**config.mk**
```make
export PLATFORM = sky130hd
export DESIGN_NAME = sd_buf_arb
export DESIGN_NICKNAME = d
export VERILOG_FILES = /design/src/rtl/sd_buf_arb.sv
export SDC_FILE = /design/constraint.sdc
export NUM_CORES = 1
export LEC_CHECK = 0
export CAP_MARGIN = 25
export CORE_ASPECT_RATIO = 0.5
export CORE_UTILIZATION = 39
export CTS_BUF_LIST = sky130_fd_sc_hd__clkbuf_16
export DETAILED_ROUTE_END_ITERATION = 8
export HOLD_SLACK_MARGIN = 0.15
export PLACE_DENSITY = 0.84
export SETUP_SLACK_MARGIN = 0.5
export SLEW_MARGIN = 20
export SYNTH_ARGS = -nofsm -noshare
export SYNTH_HDL_FRONTEND = slang
export SYNTH_SLANG_ARGS = --single-unit
```
**constraint.sdc**
```tcl
create_clock -name iclk -period 1.7 [get_ports iclk]
set_clock_uncertainty 0.05 [all_clocks]
set_input_delay 0.255 -clock iclk [delete_from_list [all_inputs] [get_ports iclk]]
set_output_delay 0.255 -clock iclk [all_outputs]
set_load 0.01 [all_outputs]
```
**src/rtl/sd_buf_arb.sv**
```systemverilog
// Arbiter for the single-port 512-byte block buffer: SD data engine (D) has fixed priority,
// OTP XOR engine (O) is protected by a starvation guard; RAM side is fully registered.
module sd_buf_arb #(
  parameter int unsigned ADDR_W     = 9,
  parameter int unsigned DATA_W     = 8,
  parameter int unsigned STARVE_LIM = 15
) (
  input  logic              iclk,
  input  logic              irst,
  input  logic              ireq_d,
  input  logic              iwe_d,
  input  logic [ADDR_W-1:0] iaddr_d,
  input  logic [DATA_W-1:0] iwdata_d,
  output logic              ogrant_d,
  output logic              ovalid_d,
  input  logic              ireq_o,
  input  logic              iwe_o,
  input  logic [ADDR_W-1:0] iaddr_o,
  input  logic [DATA_W-1:0] iwdata_o,
  output logic              ogrant_o,
  output logic              ovalid_o,
  output logic [DATA_W-1:0] ordata,
  output logic              oram_en,
  output logic              oram_we,
  output logic [ADDR_W-1:0] oram_addr,
  output logic [DATA_W-1:0] oram_wdata,
  input  logic [DATA_W-1:0] irdata
);

  localparam int unsigned CNT_W = 8;

  typedef enum logic [1:0] {
    OWN_NONE = 2'd0,
    OWN_D    = 2'd1,
    OWN_O    = 2'd2
  } owner_e;

  logic [CNT_W-1:0]  starve_cnt_q, starve_cnt_d;
  owner_e            own_q, own_d;
  logic              valid_d_q, valid_d_d;
  logic              valid_o_q, valid_o_d;
  logic              ram_en_q, ram_en_d;
  logic              ram_we_q, ram_we_d;
  logic [ADDR_W-1:0] ram_addr_q, ram_addr_d;
  logic [DATA_W-1:0] ram_wdata_q, ram_wdata_d;
  logic              force_grant;
  logic              gnt_d, gnt_o;

  // Grant decision: O wins only when D is idle or O has waited STARVE_LIM cycles
  always_comb begin
    force_grant = (starve_cnt_q == CNT_W'(STARVE_LIM));
    gnt_o       = !irst && ireq_o && (!ireq_d || force_grant);
    gnt_d       = !irst && ireq_d && !gnt_o;
  end

  always_comb begin
    starve_cnt_d = starve_cnt_q;
    ram_en_d     = gnt_d || gnt_o;
    ram_we_d     = 1'b0;
    ram_addr_d   = ram_addr_q;
    ram_wdata_d  = ram_wdata_q;
    own_d        = OWN_NONE;
    valid_d_d    = (own_q == OWN_D);
    valid_o_d    = (own_q == OWN_O);

    if (gnt_o || !ireq_o) begin
      starve_cnt_d = '0;
    end else if (starve_cnt_q != CNT_W'(STARVE_LIM)) begin
      starve_cnt_d = starve_cnt_q + CNT_W'(1);
    end

    if (gnt_o) begin
      ram_we_d    = iwe_o;
      ram_addr_d  = iaddr_o;
      ram_wdata_d = iwdata_o;
      if (!iwe_o) own_d = OWN_O;
    end else if (gnt_d) begin
      ram_we_d    = iwe_d;
      ram_addr_d  = iaddr_d;
      ram_wdata_d = iwdata_d;
      if (!iwe_d) own_d = OWN_D;
    end
  end

  // Reset drops any in-flight read tag so no stale valid appears after release
  always_ff @(posedge iclk or posedge irst) begin
    if (irst) begin
      starve_cnt_q <= '0;
      own_q        <= OWN_NONE;
      valid_d_q    <= 1'b0;
      valid_o_q    <= 1'b0;
      ram_en_q     <= 1'b0;
      ram_we_q     <= 1'b0;
      ram_addr_q   <= '0;
      ram_wdata_q  <= '0;
    end else begin
      starve_cnt_q <= starve_cnt_d;
      own_q        <= own_d;
      valid_d_q    <= valid_d_d;
      valid_o_q    <= valid_o_d;
      ram_en_q     <= ram_en_d;
      ram_we_q     <= ram_we_d;
      ram_addr_q   <= ram_addr_d;
      ram_wdata_q  <= ram_wdata_d;
    end
  end

  assign ogrant_d   = gnt_d;
  assign ogrant_o   = gnt_o;
  assign ovalid_d   = valid_d_q;
  assign ovalid_o   = valid_o_q;
  assign ordata     = irdata;
  assign oram_en    = ram_en_q;
  assign oram_we    = ram_we_q;
  assign oram_addr  = ram_addr_q;
  assign oram_wdata = ram_wdata_q;

endmodule
```
# == After elaboration in Yosys (flattened, before gate mapping) ==
# Cells that the tools add are included.
# op_classes
add_sub_neg,1
n_eq_ne,4
muxes,12
n_reduce_logical,13
# ops
operator,count
8-bit 2-to-1 mux,4
9-bit 2-to-1 mux,2
"8-bit by 1-bit adder with 8-bit output, second input constant",1
"8-bit by 4-bit equality test with 1-bit output, second input constant",1
"8-bit by 4-bit != test with 1-bit output, second input constant",1
1-bit logical AND,4
1-bit zero test,4
1-bit 2-to-1 mux,4
2-bit 2-to-1 mux,2
2-bit nonzero test,2
1-bit logical OR,3
"2-bit by 1-bit equality test with 1-bit output, second input constant",1
"2-bit equality test, second input constant",1
# totals
register_bits,31
in_bits,48
out_inout_bits,31
wordCells,38

# == Longest topological paths before layout ==
# depth
depth_word,7
ltp_mapped,5
depth_no_buf,4

# == Worst setup path before layout ==
# OpenSTA, ideal clock, no wires.
# synth_timing
kind,input to register
start,input irst
end,register ram_wdata_q[3] (netlist: oram_wdata[3])
setup_time_ps,221
arrival_time_ps,1875
required_time_ps,1429
path_slack_ps,-446
stages,4
path_buffers,2
path_cell_list,buf_2 > clkinv_1 > clkbuf_1 > a2111oi_0
# synth_between
elab_chain_len,6
word_cells_on_any_way,8
cone_classes,mux: 1; reduce/logical: 7
# synth_lines
item,line_no,source
"start, declared",9,"input logic irst,"
1-bit zero test (no line) *,n/a,
1-bit logical AND (2 in series),52,gnt_o = !irst && ireq_o && (!ireq_d || force_grant);
1-bit zero test,53,gnt_d = !irst && ireq_d && !gnt_o;
1-bit logical AND,53,
2-bit nonzero test (no line),n/a,
"end signal, assigned",104,ram_wdata_q <= ram_wdata_d;
"end, declared",45,"logic [DATA_W-1:0] ram_wdata_q, ram_wdata_d;"
# Every way passes the cells marked *; elsewhere a longest branch is shown, timed or not.
# A chain may end at the register's enable or synchronous reset.

# == Worst setup path in the final report ==
# layout_timing
start,register starve_cnt_q[5]
end,register ram_addr_q[3] (netlist: oram_addr[3])
# layout_between
elab_chain_len,6
word_cells_on_any_way,7
cone_classes,eq/ne: 1; mux: 1; reduce/logical: 5
# layout_lines
item,line_no,source
"start, declared",38,"logic [CNT_W-1:0] starve_cnt_q, starve_cnt_d;"
"start signal, assigned",97,starve_cnt_q <= starve_cnt_d;
8-bit by 4-bit equality test with 1-bit output *,51,force_grant = (starve_cnt_q == CNT_W'(STARVE_LIM));
1-bit logical OR *,52,
1-bit logical AND *,52,
1-bit zero test,53,
1-bit logical AND,53,
2-bit nonzero test (no line),n/a,
"end signal, assigned",103,ram_addr_q <= ram_addr_d;
"end, declared",44,"logic [ADDR_W-1:0] ram_addr_q, ram_addr_d;"
# Marks and branches as above.

==> impl_metrics.yaml <==
clocking:
  clk_pin_slew_ps: 60
  clock_path_buffers: 2
  cts_made_buffers: 5
  cts_tree: "built"
  cts.sinks: 31
  cts_hold_buf: 0
  cts_max_level: 2
  root_buffer: "clkbuf_16"
  clk_latency_ps: 290
power:
  seqPwrFrac: 0.353
  power_density_nw_per_um2: 664.8
  p_clk_frac: 0.366
  switching_power_w: 0.0007517
  p_comb_frac: 0.280
  total_power_w: 0.002425
  p_leak_nw: 1.428
  p_sw_frac: 0.3100
  ir_drop_mv: 0.4475
  cell_internal_pwr_w: 0.001673
outcome:
  run_status: "finished with violations"
  violations: "setup timing"
synth:
  ys_seq_area_frac: 0.4095
  async_flop_share: 1.000
  synth_top_area_share: 0.4095
  synth.avg_cell_area_um2: 9.241
  yosysTopAreaCell: "dfrtp_1"
  ys_seq_elements: 31
  synthCells: 205
  yosysUniqueCellTypes: 36
  syn_area_um2: 1894
  syn_nets: 254
  synthTopCellsByArea: "dfrtp_1 41%, nor4_1 7.3%, a2111oi_0 6.0%"
  synth_edf_count: 0
  synth-main-ff-cell: "dfrtp_1"
  ys_warn_count: 0
detailed_routing:
  drtPass1Iterations: 5
  routed_wl_mm: 10.53
  via_per_inst: 7.130
  drc_errors: 0
  ant_nets: 0
  via_count: 2695
  drtIter0Drc: 229
  detail_route.wl_per_cell_um: 27.87
timing:
  period_share: 1.199
  worst_hold_slack_ps: 237.7
  setup_viol: 30
  post-route-min-period_ps: 2038
  drv_slew: 0
  rsz0062_at_grt: "yes"
  worst_slew_pin_slew_ps: 564.1
  timing.final.ws_setup_ps: -337.6
  hold_violations: 0
  max_slew_margin: 0.6217
  fmax_mhz: 490.8
critical_path:
  critical_path_required_ps: 1800
  critPathLaunch: "starve_cnt_q[5]$_DFFE_PP0P_"
  endpoint_kind: "flip-flop"
  crit_top_cell: "buf_6"
  criticalPathCategory: "flip-flop to flip-flop"
  r2r_end: "oram_addr[3]$_DFFE_PP0P_"
  critical_path.top_delay_family: "buffers and inverters"
  crit_cells: 8
  critPathBufInv: 5
  slowest_stage: "dfrtp_1"
  crit_end: "oram_addr[3]$_DFFE_PP0P_"
  crit_chain: "buf_4 > nor4_4 > buf_6 > buf_8 > buf_6 > buf_6 > a211oi_1 > a2111oi_2"
  r2r-start: "starve_cnt_q[5]$_DFFE_PP0P_"
  start_kind: "flip-flop"
  reg2reg_depth: 8
  reg2reg_slack_ps: -340
  cp_slowest_stage_delay_ps: 410
  cp.arrival_ps: 2140
  path_max_fanout: 4
global_routing:
  grt_util_all_layers: 0.3633
  grt_max_degree: 24
  antenna_found_initial: 1
  grt_pass1_wl_mm: 13.64
  overflow: 0
  grt_pass1_vias: 2490
floorplan:
  rows: 17
  die_y_um: 51.28
  die_w_um: 100.6
  die-area_um2: 5157
  io-pin-count: 79
  start_util: 0.4181
  core-area_um2: 4531
placed_design:
  dp_hpwl_mm: 4.303
  gp_congestion: 0.7853
  port_buffers: 62
finish:
  area_growth_pct: 92.54
  layout-drive-gt1-share: 0.5241
  final_util: 0.8050
  nets: 359
run:
  maxCapViolations: 0
worst_hold_path:
  hold_class: "primary input to async pin"
## cells in the mapped netlist, types with 2 or more instances
cell type  instances
dfrtp_1           31
nor4_1            22
o22ai_1           17
a2111oi_0         13
nor2_1            13
a211oi_1          12
a21oi_1           12
buf_4              9
clkbuf_1           9
buf_2              8
a221oi_1           7
or3b_2             6
nand2_1            5
or2_2              5
nand2b_1           4
o21ai_0            4
or3_1              4
nand3_1            3
a311oi_1           2
clkinv_1           2
nor2b_1            2
## worst min-delay path by stage
stage                             startpoint                           to  slack [ps]
after floorplan                        iwe_o           own_q[1]$_DFF_PP0_         270
after global placement    own_q[1]$_DFF_PP0_           ovalid_d$_DFF_PP0_         350
after detailed placement  own_q[0]$_DFF_PP0_           ovalid_o$_DFF_PP0_         360
after CTS                 own_q[0]$_DFF_PP0_           ovalid_o$_DFF_PP0_         360
after global routing                    irst  starve_cnt_q[6]$_DFFE_PP0P_         220
final                                   irst  starve_cnt_q[2]$_DFFE_PP0P_         240
## tightest hold or removal path: cells and delay by family
family	cells	cell delay (ps)
buffers and inverters	4	660
## cells in the final DEF, fill, tap and decap left out, types with 3 or more instances in the layout
master / count
nor2_1: 13
clkbuf_16: 6
a2111oi_1: 3
a21oi_1: 5
nor4_4: 5
buf_4: 37
clkbuf_2: 7
or3b_2: 6
a221oi_2: 5
clkinv_2: 3
buf_12: 8
a2111oi_2: 8
buf_8: 3
o21ai_0: 4
nand2b_1: 4
nand2_1: 4
clkdlybuf4s50_1: 36
a211oi_2: 3
buf_6: 13
buf_2: 13
nor4_2: 12
or2_2: 5
o22ai_1: 17
a211oi_1: 7
nor4_1: 6
dfrtp_1: 31
a21oi_2: 6
## through the flow
step           worst slack, ps  instance area (µm²)  setup TNS [ps]  std cells
2_1_floorplan           -10.97                 1943          -10.97        205
3_3_place_gp            -296.5                 2774           -4306        339
3_5_place_dp            -330.4                 2774           -5648        339
4_1_cts                 -201.1                 3289          -803.7        367
5_1_grt                 -366.9                 3647           -6354        378
6_report                -337.6                 3647           -4958        378
## state kept, by name, summed over array words and instances (netlist names)
register      count
oram_we           1
oram_wdata        8
ovalid_o          1
oram_addr         9
starve_cnt_q      8
oram_en           1
own_q             2
ovalid_d          1
## routing by layer
| metal | wire (µm) | GRT usage | up-vias |
|---|---|---|---|
| li1 | - | - | 1024 |
| met1 | 3860 | 0.4249 | 1269 |
| met2 | 4430 | 0.5605 | 308 |
| met3 | 1431 | 0.1218 | 94 |
| met4 | 811 | 0.2778 | 0 |
| met5 | 0 | 0 | - |
## cells by family (layout without fill, tap and decap cells)
group / after synthesis / in the layout / share of synthesized area
AO/OA/AOI/OAI: 71 / 71 / 0.2662
XOR/XNOR: 2 / 2 / 0.009249
adder cells (fa/ha/maj): 1 / 1 / 0.006604
buffers and inverters: 30 / 136 / 0.08652
flip-flops: 31 / 31 / 0.4095
other: 0 / 1 / 0
AND/OR/NAND/NOR: 70 / 70 / 0.2219
## power by group through the flow
stage	Clock (W)	Combinational, W	Sequential, W
global route	0.000918	0.000704	0.000861
floorplan	0	0.000196	0.000888
detailed placement	0	0.000539	0.000863
CTS	0.000870	0.000551	0.000847
global placement	0	0.000522	0.000859
finish	0.000888	0.000680	0.000856
## timing repair
item | in CTS | in global routing
setup endpoints to repair | 52 | 47
pin swaps | 16 | 21
cloned | 4 | 1
setup buffers | 16 | 9
resized for setup | 108 | 80
## final cells by class
| type | instances | area, µm² |
|---|---|---|
| antenna | 1 | 2.502 |
| clock buffer | 5 | 125.1 |
| clock inverter | 3 | 15.01 |
| fill | 210 | 883.3 |
| inverter | 2 | 7.507 |
| multi-input combinational | 144 | 1376 |
| sequential | 31 | 775.7 |
| tap | 66 | 82.58 |
| timing repair buffer | 126 | 1262 |
Note: power is estimated with default switching activity, not from simulation.
